[src/rtl/pwm_capture_pkg.sv]
`default_nettype none
// +----------------------------------------------------------------------------+
// | pwm_capture_pkg                                                            |
// | Shared types for the PWM period/duty capture block.                        |
// | Revision: 1.0                                                              |
// +----------------------------------------------------------------------------+
package pwm_capture_pkg;

  localparam int CW_DEF = 16;

  typedef enum logic [1:0] {
    IDLE    = 2'd0,
    ARMED   = 2'd1,
    MEASURE = 2'd2
  } state_t;

  typedef struct packed {
    logic [CW_DEF-1:0] period;
    logic [CW_DEF-1:0] duty;
    logic              timeout;
  } result_t;

endpackage
`default_nettype wire

[src/rtl/pwm_edge_detect.sv]
`default_nettype none
// +----------------------------------------------------------------------------+
// | pwm_edge_detect                                                            |
// | Samples the PWM input and flags rising edges. Defining                     |
// | PWM_CAPTURE_SYNC_EN inserts a 2-flop synchronizer ahead of the sample reg. |
// | Revision: 1.0                                                              |
// +----------------------------------------------------------------------------+
module pwm_edge_detect (
  input  logic clk,
  input  logic reset_n,
  input  logic i_pwm,
  output logic o_level,
  output logic o_rise
);

  logic w_din;
  logic r_level;
  logic r_prev;

`ifdef PWM_CAPTURE_SYNC_EN
  logic [1:0] r_sync;

  // Synchronizer resets high so a high input at reset release is not a rise.
  always_ff @(posedge clk or negedge reset_n) begin
    if (!reset_n) begin
      r_sync <= 2'b11;
    end else begin
      r_sync <= {r_sync[0], i_pwm};
    end
  end

  assign w_din = r_sync[1];
`else
  assign w_din = i_pwm;
`endif

  always_ff @(posedge clk or negedge reset_n) begin
    if (!reset_n) begin
      r_level <= 1'b1;
      r_prev  <= 1'b1;
    end else begin
      r_level <= w_din;
      r_prev  <= r_level;
    end
  end

  assign o_level = r_level;
  assign o_rise  = r_level & ~r_prev;

endmodule
`default_nettype wire

[src/rtl/pwm_capture.sv]
`default_nettype none
// +----------------------------------------------------------------------------+
// | pwm_capture                                                                |
// | Measures period and high time of a PWM waveform between rising edges and   |
// | presents each result on a valid/ready port. Optional input synchronizer is |
// | enabled with PWM_CAPTURE_SYNC_EN.                                          |
// | Revision: 1.0                                                              |
// +----------------------------------------------------------------------------+
module pwm_capture
  import pwm_capture_pkg::*;
#(
  parameter int CW = CW_DEF
) (
  input  logic          clk,
  input  logic          reset_n,
  input  logic          enable,
  input  logic          pwm_in,
  output logic          out_valid,
  input  logic          out_ready,
  output logic [CW-1:0] period,
  output logic [CW-1:0] duty,
  output logic          timeout,
  output logic          overrun
);

  localparam logic [CW-1:0] c_max    = {CW{1'b1}};
  localparam logic [CW-1:0] c_sat_at = c_max - {{(CW-1){1'b0}}, 1'b1};
  localparam logic [CW-1:0] c_one    = {{(CW-1){1'b0}}, 1'b1};

  logic          w_level;
  logic          w_rise;
  logic [CW-1:0] w_level_ext;
  logic          w_rise_emit;
  logic          w_sat_emit;
  logic          w_emit;
  logic          w_load;
  logic [CW-1:0] w_new_period;
  logic [CW-1:0] w_new_duty;

  state_t        r_state;
  logic [CW-1:0] r_pcnt;
  logic [CW-1:0] r_hcnt;
  logic          r_valid;
  logic [CW-1:0] r_period;
  logic [CW-1:0] r_duty;
  logic          r_timeout;
  logic          r_overrun;

  pwm_edge_detect u_edge (
    .clk     (clk),
    .reset_n (reset_n),
    .i_pwm   (pwm_in),
    .o_level (w_level),
    .o_rise  (w_rise)
  );

  assign w_level_ext = {{(CW-1){1'b0}}, w_level};

  // Saturation fires on the cycle that would bring the span to 2**CW-1 cycles,
  // so the current sample is folded into the reported duty.
  always_comb begin
    w_rise_emit  = enable && (r_state == MEASURE) && w_rise;
    w_sat_emit   = enable && (r_state == MEASURE) && !w_rise && (r_pcnt == c_sat_at);
    w_emit       = w_rise_emit || w_sat_emit;
    w_load       = w_emit && (!r_valid || out_ready);
    w_new_period = w_rise ? r_pcnt : c_max;
    w_new_duty   = w_rise ? r_hcnt : (r_hcnt + w_level_ext);
  end

  always_ff @(posedge clk or negedge reset_n) begin
    if (!reset_n) begin
      r_state   <= IDLE;
      r_pcnt    <= '0;
      r_hcnt    <= '0;
      r_valid   <= 1'b0;
      r_period  <= '0;
      r_duty    <= '0;
      r_timeout <= 1'b0;
      r_overrun <= 1'b0;
    end else begin
      if (w_load) begin
        r_valid   <= 1'b1;
        r_period  <= w_new_period;
        r_duty    <= w_new_duty;
        r_timeout <= !w_rise;
      end else if (w_emit) begin
        r_overrun <= 1'b1;
      end else if (r_valid && out_ready) begin
        r_valid <= 1'b0;
      end

      if (!enable) begin
        r_state <= IDLE;
        r_pcnt  <= '0;
        r_hcnt  <= '0;
      end else begin
        case (r_state)
          IDLE: begin
            r_state <= ARMED;
          end
          ARMED: begin
            if (w_rise) begin
              r_state <= MEASURE;
              r_pcnt  <= c_one;
              r_hcnt  <= w_level_ext;
            end
          end
          MEASURE: begin
            if (w_rise) begin
              r_pcnt <= c_one;
              r_hcnt <= w_level_ext;
            end else if (w_sat_emit) begin
              r_pcnt <= '0;
              r_hcnt <= '0;
            end else begin
              r_pcnt <= r_pcnt + c_one;
              r_hcnt <= r_hcnt + w_level_ext;
            end
          end
          default: begin
            r_state <= IDLE;
          end
        endcase
      end
    end
  end

  assign out_valid = r_valid;
  assign period    = r_period;
  assign duty      = r_duty;
  assign timeout   = r_timeout;
  assign overrun   = r_overrun;

endmodule
`default_nettype wire

[config.mk]
export PLATFORM = sky130hd
export DESIGN_NAME = pwm_capture
export DESIGN_NICKNAME = d
export VERILOG_FILES = /design/src/rtl/pwm_capture_pkg.sv /design/src/rtl/pwm_edge_detect.sv /design/src/rtl/pwm_capture.sv
export SDC_FILE = /design/constraint.sdc
export NUM_CORES = 1
export LEC_CHECK = 0
export BUFFER_PORTS_ARGS = -buffer_cell sky130_fd_sc_hd__buf_2
export CAP_MARGIN = 40
export CELL_PAD_IN_SITES_DETAIL_PLACEMENT = 0
export CELL_PAD_IN_SITES_GLOBAL_PLACEMENT = 2
export CORE_MARGIN = 5
export CORE_UTILIZATION = 36
export CTS_CLUSTER_SIZE = 30
export DETAILED_ROUTE_END_ITERATION = 6
export GPL_ROUTABILITY_DRIVEN = 0
export PLACE_DENSITY_LB_ADDON = 0.15
export REMOVE_ABC_BUFFERS = 1
export SYNTH_ARGS = -nofsm -noshare
export SYNTH_HDL_FRONTEND = slang
export SYNTH_SLANG_ARGS = --single-unit
[constraint.sdc]
create_clock -name clk -period 2.5 [get_ports clk]
set_input_delay 0.125 -clock clk [delete_from_list [all_inputs] [get_ports clk]]
set_output_delay 0.125 -clock clk [all_outputs]
set_load 0.05 [all_outputs]
==> impl_metrics.py <==
metrics = {
    "outcome": {
        "status": "finished clean",
    },
    "place": {
        "io_buffers": 39,
        "place_area_um2": 3910,
        "placed_cells": 537,
        "hpwl_um": 6150,
    },
    "timing": {
        "fin_crit_sh_pct": 91.8,
        "slew_viol_final": 0,
        "tightest_slew_ns": 0.699,
        "max_clock_freq_ghz": 0.436,
        "rsz0062_at_grt": "no",
        "fin_worst_skew_ns": 0.0132,
        "setup_viol_count_final": 0,
        "finalCriticalPeriod_ns": 2.30,
        "whs_ns": 0.0761,
        "final.setup.tns_ns": 0,
        "hold_viol": 0,
        "relSlewSlack_pct": 53.4,
    },
    "final_layout": {
        "finalNetCount": 430,
        "antennaDiodeCount": 0,
        "fin_util_pct": 44.6,
        "instances_no_fill": 555,
        "drive_above_1_share_pct": 19.7,
        "areaGrowthSynthToFinish_pct": 19.7,
        "fin_area_um2": 4160,
    },
    "routing": {
        "wl_per_cell_um": 16.4,
        "drtIter0Drc": 102,
        "drc": 0,
        "wirelength_um": 9120,
        "route.detailed.vias_per_inst": 5.29,
        "drtPass1Iterations": 4,
        "dr_total_vias": 2934,
        "final_antenna_net_count": 0,
    },
    "clock_network": {
        "cts_buffers": 9,
        "path_clk_slew_ns": 0.08,
        "htreeDepth": 3,
        "cts_setup_buffers": 0,
        "clock_path_buffers": 2,
        "clock_sinks": 71,
        "clock_latency_ns": 0.34,
        "cts_tree": "built",
        "cts_root_buffer": "clkbuf_8",
    },
    "synth": {
        "synth-seq-cells": 71,
        "synth_edf_count": 0,
        "syn_avg_cell_area_um2": 9.37,
        "syn-instance-count": 371,
        "ys.flop_type": "dfrtp_1",
        "seq_area_frac_synth_pct": 51.2,
        "yosys.area.top_type": "dfrtp_1",
        "synth_cell_type_count": 46,
        "synth_top_area_share_pct": 49.7,
        "mappedNetlistArea_um2": 3480,
        "yosys-top-cells-area": "dfrtp_1 50%, nand2_1 5.8%, o21ai_0 4.6%, o22a_1 4.0%, a31oi_1 3.6%",
        "synthTopCellsByCount": "69 x dfrtp_1, 54 x nand2_1, 32 x o21ai_0, 20 x a31oi_1, 20 x nor2_1",
        "synthArstFlopShare_pct": 100,
        "yosys.cell_count.top_type": "dfrtp_1",
        "yosys_warnings": 0,
    },
    "die": {
        "dieArea_um2": 11700,
        "fp.coreArea_um2": 9330,
        "die_x_um": 108,
        "pin_count": 40,
        "die_h_um": 108,
        "start_util_pct": 37.3,
        "num_rows": 35,
    },
    "power_and_ir_drop": {
        "clkPwrFrac_pct": 36.5,
        "switching_power_w": 0.000890,
        "sequentialPowerShare_pct": 44.7,
        "ir_drop_mv": 0.322,
        "p_per_area_nw_per_um2": 685,
        "swShare_pct": 31.2,
        "p_leak_nw": 1.81,
        "p_int_w": 0.00196,
        "power_frac_comb_pct": 18.8,
    },
    "worst_setup_path": {
        "critPathLaunchType": "register",
        "critPathSlowestCell": "or4_1",
        "cp-endpoint": "duty[11]$_DFFE_PN0P_",
        "reg2reg_to": "duty[11]$_DFFE_PN0P_",
        "critPathLaunch": "r_pcnt[6]$_DFFE_PN0P_",
        "worstPathCellList": "nand4_2 > or4_1 > a21oi_4 > buf_4 > o22ai_1 > a21oi_1",
        "path_max_fanout": 15,
        "worstPathRequired_ns": 2.77,
        "rr_worst_depth": 6,
        "rr_startpoint": "r_pcnt[6]$_DFFE_PN0P_",
        "cp.arrival_ns": 2.56,
        "critical-path-max-stage-delay_ns": 0.77,
        "r2r_setup_slack_ns": 0.20,
        "end_kind": "register",
        "critPathKind": "register to register",
    },
    "grt": {
        "grt_overflow_total": 0,
        "antenna_found_initial": 0,
        "globalRouteTotalUtil_pct": 16.7,
        "grt_pass1_wl_um": 15400,
        "grt_start_max_net_pins": 72,
        "grt_pass1_vias": 3008,
    },
    "worst_hold_path": {
        "hold_path.class": "primary input to register",
    },
    "run": {
        "timing.max_cap.violations": 0,
    },
}
-- routing by layer --
layer  part of all wire (%)  vias to the layer above  track usage [%]
met5                      0                        -                0
met4                    1.0                        0             5.86
met3                    3.0                        7             2.69
met2                     47                       57             27.6
met1                     49                     1424             22.3
li1                       -                     1446                -
-- cell families (layout without fill, tap and decap cells) --
logic type | count (synthesis) | after routing | synth area share, %
mux | 1 | 1 | 0.288
fa+ha+maj | 4 | 4 | 1.44
compound gates | 106 | 106 | 19.6
xor+xnor | 11 | 11 | 2.77
simple gates | 147 | 147 | 20.8
flops | 71 | 71 | 51.2
buf+inv | 31 | 86 | 3.92
-- critical path, delay by kind of cell, from the launching register on --
kind                   cells  cell delay [ns]
AOI/OAI and AO/OA          3             0.45
buffers and inverters      1             0.24
DFF                        1             0.50
and+or+nand+nor            2             1.03
-- worst min path at each step --
stage,cells after the start,slack [ns],from,endpoint
global route,3,0.08,enable,r_hcnt[0]$_DFFE_PN0P_
global placement,2,0.19,reset_n,duty[5]$_DFFE_PN0P_
CTS,3,0.06,enable,r_hcnt[0]$_DFFE_PN0P_
floorplan,0,-0.17,reset_n,duty[0]$_DFFE_PN0P_
finish,3,0.08,enable,r_hcnt[0]$_DFFE_PN0P_
detailed placement,2,0.19,reset_n,duty[5]$_DFFE_PN0P_
-- timing repair --
item | 4_1_cts | 5_1_grt
resized for setup | 0 | 1
hold buffers | 2 | 0
hold endpoints to repair | 70 | 0
setup endpoints to repair | 0 | 1
-- power groups by stage --
stage,Sequential [W],Combinational (W),Clock (W)
3_5_place_dp,0.00130,0.000541,0
5_1_grt,0.00129,0.000572,0.00112
4_1_cts,0.00127,0.000544,0.00108
2_1_floorplan,0.00156,0.000110,0
3_3_place_gp,0.00129,0.000538,0
6_report,0.00127,0.000535,0.00104
-- placed cells by master, fill, tap and decap left out, types with 4 or more instances in the layout --
cell type / Yosys / layout
a211oi_1: 4 / 4
buf_2: 7 / 39
nor4_1: 7 / 7
nor3_1: 13 / 13
nor2b_1: 4 / 4
xnor2_1: 4 / 4
clkbuf_8: 0 / 10
a21oi_1: 16 / 16
o21ai_0: 32 / 31
inv_1: 6 / 6
xor2_1: 7 / 7
o31ai_1: 6 / 6
buf_4: 1 / 22
or3_1: 7 / 7
nand2b_1: 6 / 6
nand3_1: 17 / 16
nand4_1: 7 / 7
ha_1: 4 / 4
a31oi_1: 20 / 20
o22a_1: 16 / 16
nor2_1: 20 / 20
nand2_1: 54 / 54
dfrtp_1: 69 / 69
-- flip-flops by register name, summed over array words and instances (netlist names) --
| signal | count |
|---|---|
| u_edge.o_level | 1 |
| period | 16 |
| overrun | 1 |
| timeout | 1 |
| r_state | 2 |
| u_edge.r_prev | 1 |
| out_valid | 1 |
| r_hcnt | 16 |
| duty | 16 |
| r_pcnt | 16 |
-- metrics by stage --
step | total power (W) | setup WS (ns)
floorplan | 0.00167 | -0.359
global placement | 0.00183 | 0.135
detailed placement | 0.00184 | 0.113
CTS | 0.00290 | 0.0993
global route | 0.00298 | 0.0303
finish | 0.00285 | 0.205
-- layout make-up --
class / count / area [um2]
timing repair buffer: 64 / 400
tap: 129 / 161
clock buffer: 11 / 141
multi-input combinational: 269 / 1570
clock inverter: 5 / 81.3
fill: 941 / 5170
sequential: 71 / 1780
inverter: 6 / 22.5
(Power assumes the default switching activity.)
